**src/rtl/instr_encoder.sv**
```systemverilog
// MIPS-style instruction word encoder feeding a 4-deep output FIFO.
// Delivered words carry an incrementing instruction-memory address.
module instr_encoder (
    input  logic        clk,
    input  logic        reset,
    input  logic        in_valid,
    output logic        in_ready,
    input  logic [3:0]  in_kind,
    input  logic [4:0]  in_rs,
    input  logic [4:0]  in_rt,
    input  logic [4:0]  in_rd,
    input  logic [5:0]  in_funct,
    input  logic [25:0] in_imm,
    output logic        out_valid,
    input  logic        out_ready,
    output logic [7:0]  out_addr,
    output logic [31:0] out_data,
    input  logic        base_load,
    input  logic [7:0]  base_addr,
    output logic        err,
    output logic [7:0]  emitted
);

    typedef enum logic [3:0] {
        K_LW    = 4'd0,
        K_SW    = 4'd1,
        K_RTYPE = 4'd2,
        K_BEQ   = 4'd3,
        K_BNE   = 4'd4,
        K_ADDI  = 4'd5,
        K_ADDIU = 4'd6,
        K_ANDI  = 4'd7,
        K_ORI   = 4'd8,
        K_XORI  = 4'd9,
        K_SLTI  = 4'd10,
        K_SLTIU = 4'd11,
        K_J     = 4'd12
    } kind_e;

    typedef enum logic [1:0] {
        FMT_R,
        FMT_I,
        FMT_J
    } fmt_e;

    logic [31:0] mem_q [4];
    logic [1:0]  wr_ptr_q, wr_ptr_d;
    logic [1:0]  rd_ptr_q, rd_ptr_d;
    logic [2:0]  cnt_q, cnt_d;
    logic [7:0]  addr_q, addr_d;
    logic [7:0]  emit_q, emit_d;
    logic        err_q, err_d;

    logic [5:0]  opcode;
    fmt_e        fmt;
    logic        legal;
    logic [31:0] word;
    logic        accept;
    logic        push;
    logic        pop;
    logic        bad;

    always_comb begin
        opcode = 6'b000000;
        fmt    = FMT_I;
        legal  = 1'b1;
        unique case (in_kind)
            K_LW:    opcode = 6'b100011;
            K_SW:    opcode = 6'b101011;
            K_RTYPE: begin
                opcode = 6'b000000;
                fmt    = FMT_R;
            end
            K_BEQ:   opcode = 6'b000100;
            K_BNE:   opcode = 6'b000101;
            K_ADDI:  opcode = 6'b001000;
            K_ADDIU: opcode = 6'b001001;
            K_ANDI:  opcode = 6'b001100;
            K_ORI:   opcode = 6'b001101;
            K_XORI:  opcode = 6'b001110;
            K_SLTI:  opcode = 6'b001010;
            K_SLTIU: opcode = 6'b001011;
            K_J: begin
                opcode = 6'b000010;
                fmt    = FMT_J;
            end
            default: legal = 1'b0;
        endcase
    end

    always_comb begin
        word = 32'h0;
        unique case (fmt)
            FMT_R:   word = {opcode, in_rs, in_rt, in_rd,
                             5'b00000, in_funct};
            FMT_J:   word = {opcode, in_imm};
            default: word = {opcode, in_rs, in_rt, in_imm[15:0]};
        endcase
    end

    // in_ready looks only at the registered count, never at a pop
    assign in_ready  = (cnt_q < 3'd4) && !reset;
    assign out_valid = (cnt_q != 3'd0);
    assign out_data  = mem_q[rd_ptr_q];
    assign out_addr  = addr_q;
    assign err       = err_q;
    assign emitted   = emit_q;

    assign accept = in_valid && in_ready;
    assign push   = accept && legal;
    assign bad    = accept && !legal;
    assign pop    = out_valid && out_ready;

    always_comb begin
        wr_ptr_d = wr_ptr_q;
        rd_ptr_d = rd_ptr_q;
        addr_d   = addr_q;
        emit_d   = emit_q;
        err_d    = err_q;
        cnt_d    = cnt_q + {2'b00, push} - {2'b00, pop};
        if (push) begin
            wr_ptr_d = wr_ptr_q + 2'd1;
        end
        if (pop) begin
            rd_ptr_d = rd_ptr_q + 2'd1;
            addr_d   = addr_q + 8'd1;
            emit_d   = emit_q + 8'd1;
        end
        // An empty FIFO cannot pop, so a base load never races an increment
        if (base_load && (cnt_q == 3'd0)) begin
            addr_d = base_addr;
        end
        if (bad) begin
            err_d = 1'b1;
        end
    end

    always_ff @(posedge clk) begin
        if (reset) begin
            wr_ptr_q <= 2'd0;
            rd_ptr_q <= 2'd0;
            cnt_q    <= 3'd0;
            addr_q   <= 8'h00;
            emit_q   <= 8'h00;
            err_q    <= 1'b0;
        end else begin
            wr_ptr_q <= wr_ptr_d;
            rd_ptr_q <= rd_ptr_d;
            cnt_q    <= cnt_d;
            addr_q   <= addr_d;
            emit_q   <= emit_d;
            err_q    <= err_d;
        end
    end

    always_ff @(posedge clk) begin
        if (push) begin
            mem_q[wr_ptr_q] <= word;
        end
    end

endmodule

```
**config.mk**
```make
export PLATFORM = sky130hd
export DESIGN_NAME = instr_encoder
export DESIGN_NICKNAME = d
export VERILOG_FILES = /design/src/rtl/instr_encoder.sv
export SDC_FILE = /design/constraint.sdc
export NUM_CORES = 1
export LEC_CHECK = 0
export ABC_AREA = 1
export CELL_PAD_IN_SITES_DETAIL_PLACEMENT = 0
export CELL_PAD_IN_SITES_GLOBAL_PLACEMENT = 1
export CORE_MARGIN = 2
export CORE_UTILIZATION = 50
export DETAILED_ROUTE_END_ITERATION = 12
export DONT_BUFFER_PORTS = 1
export PLACE_DENSITY = 0.89
export SYNTH_ARGS = -nofsm -noshare
export SYNTH_HDL_FRONTEND = slang
export SYNTH_SLANG_ARGS = --single-unit
```
**constraint.sdc**
```tcl
create_clock -name clk -period 3.83 [get_ports clk]
set_input_delay 0.766 -clock clk [delete_from_list [all_inputs] [get_ports clk]]
set_output_delay 0.766 -clock clk [all_outputs]
set_load 0.01 [all_outputs]
```
### Word-level counts from Yosys, hierarchy flattened

Memory sizes are Yosys's and may differ from the RTL's. A register that Yosys moved wholly into a read port is not among the register bits.
Cells that the tools add are included.

* flip-flop bits (word level): 24
* input bits: 64
* memories: 1
* output and inout bits: 51
* RAM bits: 128
* logic and storage cells: 51

* eq/ne operators: 13
* add/subtract/negate cells: 6
* reduce and logical (&&, ||, !) cells: 14
* muxes and demuxes: 10
* order comparisons: 1

Memory list
* mem_q: words 4, width 32, rd ports 1, clocked after memory_dff 1, wr ports 1, line 46 `logic [31:0] mem_q [4];`

Operators with widths (number)
* $pmux 6 s12: 1
* $pmux 26 s2: 1
* $eq 4x4->1 const B: 5
* $add 8x1->8 const B: 2
* $eq 4x3->1 const B: 4
* $mux 8: 2
* $reduce_or 13->1: 1
* $eq 4x2->1 const B: 2
* $logic_and 1x1->1: 6
* $add 2x1->2 const B: 2
* $eq 4x1->1 const B: 1
* $logic_not 4->1: 1
* $mux 2: 2
* $pmux 2 s2: 1
* $add 3x1->3: 1
* $logic_not 3->1: 1
* $lt 3x3->1 const B: 1
* $mux 1: 3
* $reduce_bool 3->1: 1
* $sub 3x1->3: 1
* $eq 2x2->1 const B: 1
* $logic_not 1->1: 2
* $logic_not 2->1: 1
* $reduce_bool 2->1: 1

### Depth between registers and ports, before layout

Gate-level depths: netlist (run 1).

* word-level depth: 6
* mapped depth: 10
* mapped depth without buffers: 10

### Worst setup path after synthesis (run 1)

Ideal clock, no wire load.

* path type: input -> register
* from: input port reset
* to: memory mem_q[0][0] (enable)
* path buffers: 0
* data required time: 3.411 ns
* data arrival time: 2.537 ns
* slack: 0.874 ns
* cell stages on the path: 3
* setup time: 0.419 ns
* cell sequence: nor3b_1 -> o21ai_2 -> nor2_1

* cells in the longest elaborated chain, start to end: 6

RTL lines
* start, declared: line 5 `input logic reset,`
* $logic_not 1->1: line 102 `assign in_ready = (cnt_q < 3'd4) && !reset;`
* $logic_and 1x1->1: line 102
* $logic_and 1x1->1: line 109 `assign accept = in_valid && in_ready;`
* $logic_and 1x1->1: line 110 `assign push = accept && legal;`
* $mux 1: line 157 `if (push) begin`
* $mux 1 (not written as such): line 158 `mem_q[wr_ptr_q] <= word;`
* end, declared: line 46

Every way passes these cells.

==> results.json, run 1 <==
{
  "synth_top_flop_cell": "edfxtp_1",
  "endpoint_kind": "primary output",
  "worstHoldPathType": "input port to register",
  "synth_commonest_cells": "124 x edfxtp_1, 93 x nor2_1, 84 x o21ai_0, 55 x inv_1, 53 x nand2_1",
  "rsz0062_at_grt": "false",
  "clk_transition_reported_paths_ns": 0.07,
  "fin_crit_ns": 2.81,
  "tightest_slew_ns": 1.07,
  "synthesis.nets": 662,
  "synthDistinctLibCells": 44,
  "insertion_delay_ns": 0.41,
  "cts_resized": 0,
  "drt_iter0_drc": 372,
  "switchingPower_mw": 1.42,
  "finalMaxSlewViolations": 0,
  "areaGrowthSynthToFinish_pct": 10.6,
  "fill_cells": 1096,
  "dr.pass1.iters": 4,
  "powerDensity_nw_per_um2": 627,
  "gp_congestion": 0.752,
  "grt.overflow.total": 0,
  "synth_top_area_share_pct": 56.9,
  "use_met3_pct": 5.60,
  "synth-edff-count": 124,
  "clock_path_buffers": 2,
  "grt_max_degree": 63,
  "h-tree-depth": 4,
  "viasPerCell": 5.51,
  "p_int_mw": 3.12,
  "finalCritPeriodShare_pct": 73.4,
  "num_rows": 41,
  "synth.avg_cell_area_sq_um": 11.1,
  "drtAntennaViolNets": 0,
  "die_height_microns": 118,
  "die_w_microns": 118,
  "syn_area_sq_um": 6550,
  "yosysWarnings": 0,
  "multi_input_area_sq_um": 1940,
  "clock_sinks": 150,
  "dpl_cell_area_sq_um": 6670,
  "use_met1_pct": 24.1,
  "finalClockSkew_ns": 0.00933,
  "pwr-share-clk_pct": 35.6,
  "yosysMostFrequentCell": "edfxtp_1",
  "track_usage_pct": 19.5,
  "top_usage_layer": "met2",
  "share_seq_of_total_power_pct": 43.9,
  "cap_violations": 0,
  "dpl.hpwl_microns": 8140,
  "swShare_pct": 31.3,
  "crit_type": "register to primary output",
  "wl_microns": 13500,
  "place.port_buffers": 0,
  "critPathArrivalTime_ns": 2.05,
  "antenna_found_initial": 0,
  "ir_worst_vdd_uv": 410,
  "grt_pass1_wl_microns": 21100,
  "max_slew_margin_pct": 28.3,
  "cts_buffers": 17,
  "cts_tree": "yes",
  "required_ns": 3.06,
  "synth_top_cell_by_area": "edfxtp_1",
  "fin_setup_tns_ns": 0,
  "timing.fmax_mhz": 356,
  "hold_violations": 0,
  "start_util_pct": 51.4,
  "vias": 4242,
  "combPwrFrac_pct": 20.5,
  "synth_cells": 589,
  "total_power_mw": 4.54,
  "drive_above_1_share_pct": 11.9,
  "synthTopCellsByArea": "edfxtp_1 57%, dfxtp_1 8.0%, o21ai_0 6.4%, nor2_1 5.3%, inv_1 3.2%",
  "cts_root_buf": "clkbuf_16",
  "antenna_cells_inserted": 0,
  "cts_setup_buffers": 0,
  "p_leak_nw": 2.63,
  "crit_fanout": 31,
  "dieArea_sq_um": 14000,
  "cp-start-kind": "register",
  "regArea_sq_um": 4250,
  "met2_usage_pct": 32.6,
  "status": "finished, final reports clean",
  "io_pins": 115,
  "grt_pass1_vias": 4163,
  "nNetsFinal": 658,
  "hold_buffers": 0,
  "core_sq_um": 12700,
  "async_flop_share_pct": 0,
  "routedWlPerCell_microns": 17.5,
  "final_area_sq_um": 7240,
  "utilization_pct": 56.9,
  "setup_violations": 0,
  "ys_seq_area_share_pct": 64.8,
  "ys_ff_latch": 150,
  "route.detailed.drc": 0
}
layout make-up:
type                            count  area share [%]
Clock inverter                     14            2.02
Multi-Input combinational cell    350            26.8
Clock buffer                       18            5.93
Sequential cell                   150            58.6
Tap cell                          172            2.97
Timing Repair Buffer                5           0.518
Inverter                           61            3.18
placed cells by master (no fill, tap or decap), drive strengths merged, types with 3 or more instances in the layout:
cell / instances
xor2: 3
nor3: 5
clkinvlp: 3
mux2: 10
o22ai: 32
buf: 5
clkinv: 6
o21ai: 92
ha: 8
clkbuf: 18
edfxtp: 124
dfxtp: 26
nor2: 95
a21oi: 17
nand3: 13
inv: 64
nand2: 59
nand4: 3
registers in the layout, summed over array words and instances, names as in the netlist, named ones only:
name      count
out_addr      8
wr_ptr_q      2
emitted       8
rd_ptr_q      2
mem_q       124
err           1
cnt_q         3
kinds of logic after synthesis:
| logic type | share of synthesized area [%] |
|---|---|
| buffers and inverters | 6.00 |
| flip-flops | 64.8 |
| multiplexers | 2.29 |
| adder cells (fa/ha/maj) | 1.84 |
| AO/OA/AOI/OAI | 12.5 |
| XOR/XNOR | 0.535 |
| other | 0.0573 |
| AND/OR/NAND/NOR | 12.0 |
critical path, cell delays in order, from the launching register on:
cell and delay [ns]:
dfxtp_1 0.30, inv_1 0.69, o21ai_0 0.24, o22ai_1 0.40
per-layer routing:
layer,part of all wire [%],vias up
met1,43,2062
li1,-,2035
met4,1.6,0
met2,50,133
met3,6.1,12
met5,0,-
through the flow:
stage	instances	hold slack (ns)	worst slack, ns
after floorplan	589	0.436	0.874
after CTS	770	0.392	1.00
after global placement	738	0.450	1.19
after global routing	770	0.391	0.874
final	770	0.410	1.02
after detailed placement	738	0.459	1.09
path summary, 6_finish.rpt:
check,from,cells after the start,slack [ns],end
max,register,3,1.02,out_data[0]
min,reset,1,0.41,out_addr[7]
max reg2reg,cnt_q[2],8,1.46,cnt_q[2]
min reg2reg,rd_ptr_q[1],2,0.47,rd_ptr_q[1]
power groups by stage:
stage | Sequential, mW | Combinational (mW) | Clock, mW
final | 1.99 | 0.929 | 1.62
after global routing | 2.01 | 1.05 | 1.71
after CTS | 1.99 | 0.942 | 1.64
after detailed placement | 2.03 | 0.936 | 0
after global placement | 2.02 | 0.904 | 0
after floorplan | 2.00 | 0.761 | 0
Power figures use the tool's default switching activity.
==> run 2: changes to the inputs <==
CORE_UTILIZATION = 45   (was 50)
PLACE_DENSITY = 0.85   (was 0.89)
clock period = 2.4 ns   (was 3.83 ns; I/O delays follow)
==> run 2 against run 1 <==
Compared with the run above:
- worst hold slack worse by 0.28 ns
- cell area is 1.7% higher
- final cell count is 3.1% higher
- global-route usage is 1.2 points lower
- combinational power is 66% higher
- sequential power is 60% higher
- sequential cell count stayed put
- non-clock buffer count is 12 higher
- clock power is 57% higher
- sequential share of layout area is 1.0 points lower
- first-iteration DRC count is 31% lower
- utilization is 5.7 points lower
- critical path type unchanged
- largest power group unchanged
==> results.json, run 2 (synthesis gave the netlist of run 1 again) <==
{
  "status": "finished, final reports clean",
  "cpPeakStageDelay_ns": 0.53,
  "required_ns": 1.92,
  "powerDensity_nw_per_um2": 987,
  "final_cell_mix": "124 x edfxtp_1, 89 x nor2_1, 84 x o21ai_0, 55 x inv_1, 53 x nand2_1",
  "worst-path-stages": 3,
  "num_rows": 44,
  "drtAntennaViolNets": 0,
  "track_usage_pct": 18.3,
  "drt_iter0_drc": 258,
  "fin_cells": 794,
  "rsz0062_at_grt": "false",
  "vias": 4321,
  "hold_violations": 0,
  "viasPerCell": 5.44,
  "routedWlPerCell_microns": 17.5,
  "r2r_slack_ns": 0.33,
  "pre_cts_ws_ns": 0.246,
  "h-tree-depth": 4,
  "grt_max_degree": 41,
  "cts_root_buf": "clkbuf_16",
  "reg2reg_from": "cnt_q[2]",
  "ir_worst_vdd_uv": 469,
  "core_sq_um": 14400,
  "dpl.hpwl_microns": 8800,
  "hold_buffers": 0,
  "fill_cells": 1248,
  "gp_congestion": 0.726,
  "cap_violations": 0,
  "cts_buffers": 17,
  "crit_fanout": 15,
  "cp-endpoint": "out_data[0]",
  "r2r-end": "cnt_q[2]",
  "final_common_cell": "edfxtp_1",
  "grt.overflow.total": 0,
  "dr.pass1.iters": 4,
  "antenna_found_initial": 0,
  "crit_type": "register to primary output",
  "antenna_cells_inserted": 0,
  "cp_num_buf_inv": 1,
  "dieArea_sq_um": 15500,
  "finalCritPeriodShare_pct": 91.2,
  "setup_violations": 0,
  "clock_sinks": 150,
  "clock_path_buffers": 2,
  "nNetsFinal": 670,
  "cts_setup_buffers": 0,
  "route.detailed.drc": 0,
  "die_height_microns": 125,
  "finalMaxSlewViolations": 0,
  "clk_transition_reported_paths_ns": 0.06,
  "fin_crit_ns": 2.19,
  "worstHoldPathType": "input port to register",
  "p_leak_nw": 2.70,
  "insertion_delay_ns": 0.41,
  "io_pins": 115,
  "grt_pass1_wl_microns": 22300,
  "place.port_buffers": 0,
  "largest_reg_flops": 124,
  "final.setup.worst_slack_ns": 0.212,
  "die_w_microns": 125,
  "endpoint_kind": "primary output",
  "r2r_cells": 8,
  "min_from": "reset",
  "cp_cell_sequence": "buf_4 -> o21ai_0 -> o22ai_1",
  "critPathArrivalTime_ns": 1.71,
  "cts_tree": "yes",
  "timing.critical_path.slowest_stage_cell": "dfxtp_1",
  "drive_above_1_share_pct": 13.3,
  "cts_resized": 0,
  "areaGrowthSynthToFinish_pct": 12.6,
  "finalClockSkew_ns": 0.00678,
  "start_util_pct": 45.6,
  "path_delay_family": "flip-flops",
  "timing.fmax_mhz": 457,
  "place_inst": 762,
  "largest_register": "mem_q",
  "wl_microns": 13900,
  "final_area_sq_um": 7370,
  "dpl_cell_area_sq_um": 6800,
  "grt_pass1_vias": 4311,
  "cp-start-kind": "register"
}
==> run 2: where the power goes <==
group / total, mW / switching, mW / internal [mW]
clock: 2.55 / 0.964 / 1.58
combinational: 1.54 / 1.08 / 0.459
sequential: 3.18 / 0.167 / 3.02
==> run 2: final cells by class <==
type | instances | area [sq um] | area share [%]
clock inverter | 8 | 98.8 | 1.34
clock buffer | 24 | 472 | 6.40
timing repair buffer | 17 | 153 | 2.07
sequential | 150 | 4250 | 57.6
multi-input combinational | 350 | 1940 | 26.3
inverter | 61 | 230 | 3.13
tap | 184 | 230 | 3.13
==> run 2: metrics by stage <==
| step | util (%) | hold slack, ns | TNS [ns] | power, mW |
|---|---|---|---|---|
| 2_1_floorplan | - | 0.436 | -33.49 | 4.41 |
| 3_3_place_gp | 47.3 | 0.453 | 0 | 4.72 |
| 3_5_place_dp | 47.3 | 0.469 | 0 | 4.79 |
| 4_1_cts | 51.3 | 0.111 | 0 | 7.34 |
| 5_1_grt | 51.3 | 0.103 | 0 | 7.67 |
| 6_report | 51.3 | 0.130 | 0 | 7.27 |
==> run 2: routing by layer <==
layer	track usage (%)	up-vias	routed length (microns)
li1	-	2065	-
met1	22.5	2125	5980
met2	31.8	118	7070
met3	4.77	13	697
met4	5.49	0	133
met5	0	-	0
==> run 2: worst min-delay path by stage <==
stage / to / cells after the start
global route: out_addr[6] / 1
floorplan: register / 2
global placement: rd_ptr_q[0] / 1
CTS: out_addr[6] / 1
detailed placement: register / 1
finish: out_addr[6] / 1
